`config.mk`:
```
export PLATFORM = sky130hd
export DESIGN_NAME = aes_mix_columns_serial
export DESIGN_NICKNAME = d
export VERILOG_FILES = /design/src/rtl/aes_mix_columns_serial.sv
export SDC_FILE = /design/constraint.sdc
export NUM_CORES = 1
export LEC_CHECK = 0
export ABC_AREA = 1
export CELL_PAD_IN_SITES_DETAIL_PLACEMENT = 0
export CELL_PAD_IN_SITES_GLOBAL_PLACEMENT = 1
export CORE_AREA = 3 3 216 218
export DETAILED_ROUTE_END_ITERATION = 16
export DIE_AREA = 0 0 219 221
export GPL_ROUTABILITY_DRIVEN = 0
export PLACE_DENSITY_LB_ADDON = 0.08
export REMOVE_ABC_BUFFERS = 1
export SKIP_LAST_GASP = 1
export SYNTH_ARGS = -nofsm -noshare
export SYNTH_HDL_FRONTEND = slang
export SYNTH_SLANG_ARGS = --single-unit
```
`constraint.sdc`:
```
create_clock -name clk_i -period 6.09 [get_ports clk_i]
set_input_delay 1.218 -clock clk_i [delete_from_list [all_inputs] [get_ports clk_i]]
set_output_delay 1.218 -clock clk_i [all_outputs]
set_load 0.03 [all_outputs]
```
`src/rtl/aes_mix_columns_serial.sv`:
```
// aes_mix_columns_serial
//   Column-serial AES MixColumns / InvMixColumns over a 128-bit state.
//   One column is transformed per cycle by a single aes_mix_single_column
//   instance, so a full state takes four RUN cycles.
//
//   Ports:
//     clk_i        rising-edge clock
//     rst_i        asynchronous active-high reset
//     op_i         0 = MixColumns, 1 = InvMixColumns (sampled at accept)
//     in_valid_i   input state valid
//     in_ready_o   block idle, can accept a state
//     data_i       input state, byte (r,c) at [((r*4)+c)*8 +: 8]
//     out_valid_o  result valid
//     out_ready_i  downstream accepts the result
//     data_o       result state (zero while out_valid_o is low)
//     abort_i      synchronous abort, highest priority
//     busy_o       FSM not idle
//
//   Parameter CLEAR_ON_DONE: zero the state register on output handshake.

module aes_mix_single_column (
  input  logic        op_i,
  input  logic [31:0] data_i,
  output logic [31:0] data_o
);

  function automatic logic [7:0] xt(input logic [7:0] b);
    return {b[6:0], 1'b0} ^ (b[7] ? 8'h1b : 8'h00);
  endfunction

  // GF(2^8) multiply by a 4-bit constant: sum of the doubled terms
  function automatic logic [7:0] gmul(input logic [7:0] a, input logic [3:0] k);
    logic [7:0] x2, x4, x8;
    x2 = xt(a);
    x4 = xt(x2);
    x8 = xt(x4);
    return (k[0] ? a : 8'h00) ^ (k[1] ? x2 : 8'h00) ^
           (k[2] ? x4 : 8'h00) ^ (k[3] ? x8 : 8'h00);
  endfunction

  logic [7:0] a0, a1, a2, a3;

  always_comb begin
    a0 = data_i[7:0];
    a1 = data_i[15:8];
    a2 = data_i[23:16];
    a3 = data_i[31:24];
    data_o = '0;
    if (!op_i) begin
      data_o[7:0]   = gmul(a0, 4'd2) ^ gmul(a1, 4'd3) ^ a2 ^ a3;
      data_o[15:8]  = a0 ^ gmul(a1, 4'd2) ^ gmul(a2, 4'd3) ^ a3;
      data_o[23:16] = a0 ^ a1 ^ gmul(a2, 4'd2) ^ gmul(a3, 4'd3);
      data_o[31:24] = gmul(a0, 4'd3) ^ a1 ^ a2 ^ gmul(a3, 4'd2);
    end else begin
      data_o[7:0]   = gmul(a0, 4'he) ^ gmul(a1, 4'hb) ^ gmul(a2, 4'hd) ^ gmul(a3, 4'h9);
      data_o[15:8]  = gmul(a0, 4'h9) ^ gmul(a1, 4'he) ^ gmul(a2, 4'hb) ^ gmul(a3, 4'hd);
      data_o[23:16] = gmul(a0, 4'hd) ^ gmul(a1, 4'h9) ^ gmul(a2, 4'he) ^ gmul(a3, 4'hb);
      data_o[31:24] = gmul(a0, 4'hb) ^ gmul(a1, 4'hd) ^ gmul(a2, 4'h9) ^ gmul(a3, 4'he);
    end
  end

endmodule

module aes_mix_columns_serial #(
  parameter bit CLEAR_ON_DONE = 1'b1
) (
  input  logic         clk_i,
  input  logic         rst_i,
  input  logic         op_i,
  input  logic         in_valid_i,
  output logic         in_ready_o,
  input  logic [127:0] data_i,
  output logic         out_valid_o,
  input  logic         out_ready_i,
  output logic [127:0] data_o,
  input  logic         abort_i,
  output logic         busy_o
);

  typedef enum logic [1:0] {
    IDLE = 2'd0,
    RUN  = 2'd1,
    DONE = 2'd2
  } state_e;

  state_e        state_q, state_d;
  logic [127:0]  st_q, st_d;
  logic          op_q, op_d;
  logic [1:0]    col_q, col_d;
  logic [31:0]   col_in, col_out;

  // Gather column col_q: row r byte goes to instance byte r
  always_comb begin
    col_in = '0;
    for (int unsigned r = 0; r < 4; r++) begin
      col_in[r*8 +: 8] = st_q[(r*4 + 32'(col_q))*8 +: 8];
    end
  end

  aes_mix_single_column u_mix (
    .op_i   (op_q),
    .data_i (col_in),
    .data_o (col_out)
  );

  always_comb begin
    state_d = state_q;
    st_d    = st_q;
    op_d    = op_q;
    col_d   = col_q;
    if (abort_i) begin
      state_d = IDLE;
      st_d    = '0;
      col_d   = '0;
    end else begin
      unique case (state_q)
        IDLE: begin
          if (in_valid_i) begin
            st_d    = data_i;
            op_d    = op_i;
            col_d   = '0;
            state_d = RUN;
          end
        end
        RUN: begin
          for (int unsigned r = 0; r < 4; r++) begin
            st_d[(r*4 + 32'(col_q))*8 +: 8] = col_out[r*8 +: 8];
          end
          col_d = col_q + 2'd1;
          if (col_q == 2'd3) state_d = DONE;
        end
        DONE: begin
          if (out_ready_i) begin
            state_d = IDLE;
            if (CLEAR_ON_DONE) st_d = '0;
          end
        end
        default: state_d = IDLE;
      endcase
    end
  end

  always_ff @(posedge clk_i or posedge rst_i) begin
    if (rst_i) begin
      state_q <= IDLE;
      st_q    <= '0;
      op_q    <= 1'b0;
      col_q   <= '0;
    end else begin
      state_q <= state_d;
      st_q    <= st_d;
      op_q    <= op_d;
      col_q   <= col_d;
    end
  end

  // Outputs are decoded from state only, so an async reset shows immediately
  assign in_ready_o  = (state_q == IDLE);
  assign out_valid_o = (state_q == DONE);
  assign busy_o      = (state_q != IDLE);
  assign data_o      = (state_q == DONE) ? st_q : '0;

endmodule
```
After elaboration in Yosys (flattened, before gate mapping)
Index checks and enable logic that the tools add are counted.
{ "word_totals": {"rom_bits": 0, "latchBits": 0, "out_inout_bits": 131, "mem_bits_rw": 0, "regBits": 133, "in_bits": 134, "elab_cells": 133, "mem_count": 0} }
{ "op_classes": {"shifts": 12, "magnitude_cmp": 0, "mul": 0, "div": 0, "eq_ne": 6, "n_reduce_logical": 8, "bitwise_logic": 65, "muxes": 30, "n_addsub": 8} }
{ "op_table": {"columns": ["operator", "count"], "rows": [
  ["bitwise mux 128 bit", 4],
  ["two-way mux 128 bit", 4],
  ["variable shift 8 x 34 -> 128 bit (first input constant)", 4],
  ["variable part select 8 x 34 -> 128 bit", 4],
  ["bitwise XOR 8 bit", 61],
  ["case mux 128 bit (3 select lines)", 1],
  ["variable part select 128 x 33 -> 8 bit", 3],
  ["variable part select 128 x 6 -> 8 bit", 1],
  ["negator 8 -> 34 bit", 2],
  ["two-way mux 5 bit", 12],
  ["negator 5 -> 34 bit", 1],
  ["negator 7 -> 34 bit", 1],
  ["two-way mux 32 bit", 1],
  ["bitwise XOR 8 x 5 -> 8 bit", 3],
  ["two-way mux 2 bit", 6],
  ["adder 4 x 2 -> 5 bit (first input constant)", 2],
  ["AND reduction 3 bit", 3],
  ["case mux 2 bit (3 select lines)", 1],
  ["adder 3 x 2 -> 4 bit (first input constant)", 1],
  ["equality test 2 bit (second input constant)", 2],
  ["case mux 2 bit (2 select lines)", 1],
  ["nonzero test 4 bit", 1],
  ["inequality test 3 x 1 -> 1 bit (second input constant)", 1],
  ["inequality test 3 x 2 -> 1 bit (second input constant)", 1],
  ["8 further kinds", 8]
]} }

Depth between registers and ports, before layout
Gate-level depths: netlist of run 1.
{ "depth": {"word_depth": 20, "ltp_mapped": 27, "ltp_nobuf": 25} }

Hierarchy
Synthesis of run 1 repeated with hierarchy kept, for this count alone.
{ "unflattened": {"hier_cells": 2966, "hier_area_um2": 16672.2} }
{ "modules_own_cells": {"columns": ["mod", "seq_area_each_um2", "area_each_um2", "cells_each", "instances"], "rows": [
  ["aes_mix_columns_serial", 3328.2, 11141.9, 1974, 1],
  ["aes_mix_single_column", 0.0, 5530.3, 992, 1]
]} }

Least setup slack after synthesis of run 1
OpenSTA, ideal clock, no wires.
{ "synth_timing": {"path_type": "register -> register", "start": "register col_q[0]", "end": "register st_q[7]", "required_time_ns": 6.007, "path_slack_ns": 3.093, "path_buffers": 4, "period_less_slack_ns": 2.997, "path_stages_with_launch": 17, "setup_ns": 0.083, "arrival_time_ns": 2.914, "path_cell_list": "dfrtp_1 inv_2 buf_4 buf_6 clkbuf_1 ha_1 clkbuf_1 inv_1 nor2_1 inv_1 nor2_1 inv_1 nor2_1 inv_1 o21ai_0 a22oi_1 o21ai_0"} }
{ "synth_between": {"elab_chain_cells": 18, "elab_cells_between_ends": 102, "cone_classes": "add/sub: 7; shift: 12; mux: 19; bitwise: 64"} }
{ "synth_lines": {"columns": ["item", "line", "rtl"], "rows": [
  ["from (decl)", "89", "logic [1:0] col_q, col_d;"],
  ["from (signal assigned)", "153", "col_q <= col_d;"],
  ["adder 3 x 2 -> 4 bit", "96, 127", null],
  ["variable part select 128 x 33 -> 8 bit", "96", "col_in[r*8 +: 8] = st_q[(r*4 + 32'(col_q))*8 +: 8];"],
  ["bitwise XOR 8 bit or two-way mux 5 bit (tied branches) (2 in series)", "28", "return {b[6:0], 1'b0} ^ (b[7] ? 8'h1b : 8'h00);"],
  ["two-way mux 5 bit or bitwise XOR 8 bit (tied branches)", "28", null],
  ["bitwise XOR 8 bit", "28", null],
  ["bitwise XOR 8 bit", "38", "(k[2] ? x4 : 8'h00) ^ (k[3] ? x8 : 8'h00);"],
  ["bitwise XOR 8 bit (3 in series)", "55", "data_o[7:0] = gmul(a0, 4'he) ^ gmul(a1, 4'hb) ^ gmul(a2, 4'hd) ^ gmul(a3, 4'h9);"],
  ["two-way mux 32 bit", "49", "if (!op_i) begin"],
  ["variable part select 8 x 34 -> 128 bit", "127", "st_d[(r*4 + 32'(col_q))*8 +: 8] = col_out[r*8 +: 8];"],
  ["bitwise mux 128 bit (3 in series)", "127", null],
  ["bitwise mux 128 bit (*)", "127", null],
  ["case mux 128 bit (3 select lines) (*)", "116", "unique case (state_q)"],
  ["two-way mux 128 bit (*)", "111", "if (abort_i) begin"],
  ["to (signal assigned)", "151", "st_q <= st_d;"],
  ["to (decl)", "87", "logic [127:0] st_q, st_d;"]
]} }
Mark *: on every way between the ends. The rest lies on a longest branch, timed or not.
A chain may end at the register's enable or synchronous reset.

Final worst setup path of run 1
{ "layout_timing": {"start": "register col_q[0]", "end": "register st_q[61]"} }
Same word-level chain as after synthesis.

==> metrics.txt, run 1 <==
register area share after synthesis 19.6%; drt pass-1 iters 5; largest net degree at the start of global routing 83; critical path buffer and inverter count 3; Final nets 3415; most used cell, CP nand2_1; clk_lat worst skew 0.47 ns; asr flop ratio synth 100%; Reg area 3330 um2; FMAX 209 MHz; row count 78; Post-synth EDFFs 0; Initial Util 37.6%; clk slew on worst S/H paths 0.07 ns; Antenna Nets Post-Route 0; drt initial violations 2717; max-slew violations 0; HP Class reg2reg; setup bufs post-CTS 0; crit path cell chain clkinv_2 > buf_12 > nand2_1 > nand3_1 > nand2_1 > nand2_1 > nand2_1 > inv_1 > nand2_1 > nand2_1 > nand2_1 > nand3_1 > nand2_1 > nand2_1 > nand3_1 > nand4_1 > o21ai_1 > nand2_1 > nand2_1 > nand2_1 > nand2_1; Worst EP arrival 5.20 ns; worst path required time 6.49 ns; Routed WL per cell 21.7 um; Synth top cells by count 1558 x nand2_1, 243 x inv_1, 230 x nand3_1, 142 x a21oi_1, 133 x dfrtp_1; post-DP HPWL 62800 um; vias 21400; kind of critical path reg2reg; cell taking the most area after synthesis nand2_1; most frequent cell after synthesis nand2_1; status complete, no violations; share of cells above drive strength 1 5.45%; Sinks on Clock Net 133; Syn Inst Count 3102; global-route wire length before repair 125000 um; hold buffer count at CTS 0; die area 48400 um2; Final Skew 0.0140 ns; crit-path max cell delay 0.59 ns; final setup margin 1.30 ns; H-Tree Level Count 4; clock buffer depth 2; unrepaired setup endpoints after global routing no; Final Hold Fails 0; fin crit share 78.7%; DRC violations left 0; Avg Synthesized Cell Area 5.47 um2; Core Region 45100 um2; max-cap violation count 0; crit path launch type flop; fin crit period 4.79 ns; Num CTS Buffers 17; Post-CTS Resized 0; Finish-stage setup viols 0; DIE HEIGHT 221 um; maximum fanout along the worst path 82; ys flop type dfrtp_1; via/cell ratio 5.51; CP top delay family simple AND/OR/NAND/NOR gates; Synth top area share 34.5%; Yosys warning count 0; vias in the first global route 20000; Detailed Route WL 84100 um; fillers 4934; Tot GR Track Use 34.1%; area growth from synthesis to layout 21.9%; io pins 265; Netlist Area Pre-Place 17000 um2; Place WS 1.46 ns; area of the multi-input gates 11900 um2; TritonCTS clock tree done; slowest CP cell nand2_1; Synth area leaders nand2_1 34%, dfrtp_1 20%, nand3_1 6.8%; Slew @ Worst Pin 1.15 ns; root buffer cell clkbuf_16; die width 219 um; Slew HR 23.3%; post-synthesis register bit count 133; Remaining Overflow, GRT 0; Critical Path End Type flop; initial antenna violation count 1; n_diodes 0; port bufs 264; Yosys cell types 42
[placed cells by master, fill, tap and decap left out, types with 5 or more instances in the layout]
master / Yosys / layout
a21boi_1: 8 / 8
o21ai_0: 74 / 74
o21ai_1: 74 / 74
or2_2: 10 / 10
xnor2_1: 49 / 49
bufinv_16: 0 / 5
nand3b_1: 6 / 6
buf_4: 12 / 40
nor2_1: 67 / 67
nand4_1: 81 / 81
dfrtp_1: 133 / 131
nand3_1: 230 / 230
clkdlybuf4s50_1: 0 / 264
inv_2: 24 / 24
xor2_1: 112 / 112
nand3_2: 7 / 7
clkbuf_16: 0 / 17
nand2_1: 1558 / 1558
xor2_2: 6 / 6
ha_1: 12 / 11
nand2_2: 39 / 39
a21oi_1: 142 / 142
inv_1: 243 / 240
a21boi_0: 14 / 14
a22oi_1: 19 / 19
[registers in the layout, summed over array words and instances (netlist names)]
signal,count
col_q,2
op_q,1
st_q,128
state_q,2
[metal layers]
layer  wire, um  track usage, %  share of wire [%]  vias to the layer above
li1           -               -                  -                    10100
met1      34900            46.5                 41                     9934
met2      36500            51.0                 43                     1178
met3       8080            6.72                9.6                      196
met4       4680            17.3                5.6                        2
met5          7               0             0.0083                        -
[metrics by stage]
| step | std cells | area (um2) | utilization [%] | hold slack (ns) | setup TNS, ns |
|---|---|---|---|---|---|
| global route | 3882 | 20700 | 45.9 | 0.573 | 0 |
| floorplan | 2944 | 16200 | - | 0.487 | -15.91 |
| detailed placement | 3850 | 20000 | 44.4 | 0.523 | 0 |
| CTS | 3882 | 20700 | 45.9 | 0.538 | 0 |
| finish | 3882 | 20700 | 45.9 | 0.546 | 0 |
| global placement | 3850 | 20000 | 44.4 | 0.527 | 0 |
[cell type report]
cell class	instances	area share, %
Multi-Input combinational cell	2537	57.5
Sequential cell	133	16.1
Timing Repair Buffer	306	14.4
Inverter	274	5.05
Tap cell	600	3.63
Clock buffer	21	2.32
Clock inverter	11	0.938
[worst paths after layout]
| path | start | end | slack [ns] | cells after the start |
|---|---|---|---|---|
| max in group asynchronous | rst_i | st_q[43] | 3.83 | 3 |
| hold reg to reg | st_q[113] | st_q[113] | 0.55 | 2 |
| hold / removal | st_q[113] | st_q[113] | 0.55 | 2 |
| setup / recovery | col_q[0] | st_q[61] | 1.30 | 21 |
| setup reg to reg | col_q[0] | st_q[61] | 1.30 | 21 |
| min in group asynchronous | rst_i | state_q[0] | 1.23 | 2 |
[worst min-delay path, delay by kind of cell, from the launching register on]
| family | cells | cell delay, ns |
|---|---|---|
| flip-flops | 1 | 0.39 |
| AND/OR/NAND/NOR | 2 | 0.13 |
[kinds of logic after synthesis]
logic type / count (synthesis) / synth area share [%]
simple gates: 2008 / 48.7
buf+inv: 432 / 10.3
compound gates: 346 / 11.1
xor+xnor: 171 / 9.41
flops: 133 / 19.6
fa+ha+maj: 12 / 0.885
Power of run 1 is not shown: default switching activity piles up to over one toggle a cycle in this logic, so the estimate is an artifact.
==> run 2: changes to the inputs <==
Settings changed: CORE_AREA 3 3 216 218 to 3 3 228 230, DIE_AREA 0 0 219 221 to 0 0 231 233.
Clock period 6.09 ns to 4.3 ns, I/O delays scaled along.
==> metrics.txt, run 2 (same netlist as run 1, synthesis figures left out) <==
status complete, no violations; via/cell ratio 5.43; most used cell, CP nand2_1; crit-path max cell delay 0.51 ns; clk_lat worst skew 0.52 ns; Antenna Nets Post-Route 0; slowest CP cell dfrtp_4; Num CTS Buffers 17; hold buffer count at CTS 0; row count 82; Final Hold Fails 0; Top Registers st_q x128, col_q x2, state_q x2; Final nets 3450; Worst EP arrival 4.55 ns; clock buffer depth 2; clk slew on worst S/H paths 0.06 ns; io pins 265; kind of critical path reg2reg; root buffer cell clkbuf_16; crit path launch type flop; worst reg2reg path depth 23; Reg with most FFs st_q; fin crit period 4.11 ns; Routed WL per cell 22.5 um; Initial Util 33.9%; highest-count cells in the layout ignoring fill and taps 1557 x nand2_1, 264 x clkdlybuf4s50_1, 240 x inv_1; Slew HR 22.1%; worst path required time 4.74 ns; final hold slack 0.544 ns; TritonCTS clock tree done; Core Region 50100 um2; die width 231 um; fillers 5627; share of cells above drive strength 1 6.45%; max-slew violations 0; critical path depth 23; Tot GR Track Use 32.7%; port bufs 264; maximum fanout along the worst path 32; vias in the first global route 20600; critical path buffer and inverter count 5; unrepaired setup endpoints after global routing no; global-route wire length before repair 131000 um; Critical Path End Type flop; die area 53800 um2; largest net degree at the start of global routing 101; initial antenna violation count 0; fin crit share 95.6%; crit path cell chain inv_6 > buf_4 > nand2_1 > nand3_1 > nand2_1 > inv_1 > nand2_1 > nand2_2 > nand2_1 > nand2_2 > inv_2 > nand2_1 > nand2_1 > nand3_1 > nand3b_1 > nand3_1 > nand4_1 > buf_4 > a21oi_1 > nand2_1 > nand2_1 > nand2_1 > nand2_1; Slew @ Worst Pin 1.17 ns; most common cell after layout, fill and taps aside nand2_1; Remaining Overflow, GRT 0; area growth from synthesis to layout 24.3%; post-DP HPWL 67300 um; WHS Path Cells 2; drt pass-1 iters 6; CP top delay family simple AND/OR/NAND/NOR gates; DRC violations left 0; H-Tree Level Count 4; drt initial violations 2323; Finish-stage setup viols 0; Largest register FFs 128; max-cap violation count 0; Sinks on Clock Net 133; HP Class reg2reg; FMAX 243 MHz; vias 21600; Final Skew 0.0246 ns; Detailed Route WL 89700 um; DIE HEIGHT 233 um
run 2: cell types whose count changed in the layout (fill, tap and decap cells not counted), sizes merged:
cell and change:
buf +35, clkinvlp +1, clkinv +1, diode +1, bufinv -2
run 2: routing by layer:
layer	GRT usage [%]	wire length [um]
met1	41.3	37000
met2	51.7	40300
met3	7.26	7430
met4	17.9	5000
met5	0	0
run 2: area by class of cell:
type / instances / area [um2] / share of cell area (%)
multi-input cells: 2537 / 11900 / 56.4
clock inverters: 11 / 150 / 0.712
well taps: 672 / 841 / 3.99
flip-flops and latches: 133 / 3330 / 15.8
inverters: 274 / 1050 / 4.98
diodes: 1 / 2.50 / 0.0119
repair buffers: 341 / 3350 / 15.9
clock buffers: 21 / 460 / 2.18
run 2: path summary, 6_finish.rpt:
kind | to | slack (ns) | from
hold / removal | st_q[18] | 0.54 | st_q[18]
min in group asynchronous | state_q[0] | 0.73 | rst_i
setup / recovery | st_q[26] | 0.19 | col_q[0]
setup reg to reg | st_q[26] | 0.19 | col_q[0]
hold reg to reg | st_q[18] | 0.54 | st_q[18]
max in group asynchronous | st_q[92] | 2.89 | rst_i
run 2: metrics by stage:
stage / instance area (um2) / instances / TNS (ns) / setup WS, ns / utilization (%)
floorplan: 16200 / 2944 / -255.53 / -2.34 / -
global placement: 20400 / 3954 / 0 / 0.0591 / 40.8
detailed placement: 20400 / 3954 / 0 / 0.0183 / 40.8
global route: 21100 / 3989 / 0 / 0.0450 / 42.1
finish: 21100 / 3990 / 0 / 0.188 / 42.1
CTS: 21000 / 3986 / 0 / 0.104 / 42.0
run 2: worst reg2reg max path, stage by stage, from the launching register on:
cell      delay [ns]
dfrtp_4         0.51
inv_6           0.30
buf_4           0.31
nand2_1         0.08
nand3_1         0.07
nand2_1         0.32
inv_1           0.26
nand2_1         0.11
nand2_2         0.17
nand2_1         0.09
nand2_2         0.25
inv_2           0.18
nand2_1         0.11
nand2_1         0.05
nand3_1         0.08
nand3b_1        0.08
nand3_1         0.26
nand4_1         0.14
buf_4           0.19
a21oi_1         0.18
nand2_1         0.11
nand2_1         0.07
nand2_1         0.05
nand2_1         0.07
run 2: timing repair:
action	in CTS	in global routing
pin swaps	0	3
setup buffers	0	3
gates resized for setup	1	3
setup endpoints to repair	1	8
Power of run 2 is left out for the same reason.
==> run 3: changes to the inputs <==
Settings changed: SETUP_SLACK_MARGIN set to 0.5.
==> metrics.txt, run 3 (same netlist as run 1, synthesis figures left out) <==
Top Registers st_q x128, col_q x2, state_q x2; status complete, no violations; Remaining Overflow, GRT 0; die area 53800 um2; root buffer cell clkbuf_16; Finished Layout Cells 3993; initial antenna violation count 0; Routed WL per cell 22.8 um; clock buffer depth 2; largest net degree at the start of global routing 77; drt pass-1 iters 6; fin crit period 3.76 ns; area of the multi-input gates 12000 um2; post-DP HPWL 67300 um; DIE HEIGHT 233 um; maximum fanout along the worst path 25; Setup TNS 0 ns; clk slew on worst S/H paths 0.06 ns; DRC violations left 0; Post-Place Cells 3954; Antenna Nets Post-Route 0; vias 21800; unrepaired setup endpoints after global routing yes; Slew @ Worst Pin 1.23 ns; max-cap violation count 0; most common cell after layout, fill and taps aside nand2_1; share of cells above drive strength 1 7.20%; clk_lat worst skew 0.51 ns; HP Class reg2reg; io pins 265; die width 231 um; via/cell ratio 5.46; Initial Util 33.9%; global-route wire length before repair 132000 um; row count 82; fin crit share 87.4%; Slew HR 17.9%; Worst EP arrival 4.20 ns; Largest register FFs 128; highest-count cells in the layout ignoring fill and taps 1540 x nand2_1, 264 x clkdlybuf4s50_1, 239 x inv_1; crit path launch type flop; Core Region 50100 um2; FMAX 266 MHz; Final Hold Fails 0; Finish-stage setup viols 0; H-Tree Level Count 4; port bufs 264; Final nets 3453; Reg area 3330 um2; TritonCTS clock tree done; Reg with most FFs st_q; hold buffer count at CTS 0; vias in the first global route 20700; fillers 5619; Num CTS Buffers 17; kind of critical path reg2reg; Final Skew 0.0187 ns; Detailed Route WL 90900 um; fin util 42.5%; area growth from synthesis to layout 25.4%; Tot GR Track Use 32.9%; Sinks on Clock Net 133; Critical Path End Type flop; max-slew violations 0; worst path required time 4.74 ns; final hold slack 0.544 ns; drt initial violations 2368
-- run 3: cell type report --
class                           instances  share of cell area, %
Tap cell                              672                   3.95
Multi-Input combinational cell       2537                   56.4
Antenna cell                            1                 0.0118
Clock buffer                           21                   2.16
Sequential cell                       133                   15.7
Timing Repair Buffer                  344                   16.1
Clock inverter                         11                  0.706
Inverter                              274                   5.01
-- run 3: path summary, 6_finish.rpt --
kind / slack [ns] / depth (start not counted) / end / startpoint
min: 0.54 / 2 / st_q[18] / st_q[18]
max in group asynchronous: 2.90 / 3 / st_q[92] / rst_i
max reg2reg: 0.54 / 17 / st_q[84] / col_q[0]
max: 0.54 / 17 / st_q[84] / col_q[0]
min reg2reg: 0.54 / 2 / st_q[18] / st_q[18]
min in group asynchronous: 0.73 / 2 / state_q[0] / rst_i
-- run 3: worst max-delay path: stages (launching register included) --
cell	delay, ns
dfrtp_4	0.58
buf_16	0.22
nand2_1	0.08
nand3_1	0.12
nand2_1	0.18
buf_4	0.25
nand2_1	0.09
nand2_2	0.21
xor2_1	0.51
xor2_1	0.39
nand3_1	0.12
nand3_1	0.21
nand4_1	0.23
nand2_1	0.12
nand3_1	0.09
nand2_1	0.11
nand2_1	0.06
nand2_1	0.08
-- run 3: metal layers --
| layer | vias up | routed length [um] | track usage (%) |
|---|---|---|---|
| met5 | - | 0 | 0 |
| met2 | 1139 | 40700 | 52.2 |
| li1 | 10200 | - | - |
| met4 | 0 | 5010 | 17.5 |
| met1 | 10200 | 36800 | 41.3 |
| met3 | 252 | 8320 | 7.95 |
-- run 3: timing repair --
| item | in CTS | in global routing |
|---|---|---|
| setup endpoints to repair | 34 | 59 |
| pin swaps | 1 | 5 |
| buffers inserted | 0 | 4 |
| hold endpoints to repair | 0 | 0 |
| cloned | 1 | 1 |
| gates resized for setup | 8 | 33 |
-- run 3: stage by stage --
step                      worst slack [ns]  area [um2]
after floorplan                      -2.34       16200
after global placement              0.0591       20400
after detailed placement            0.0183       20400
after CTS                            0.510       21100
after global routing                 0.478       21300
final                                0.542       21300
Power of run 3 is left out for the same reason.
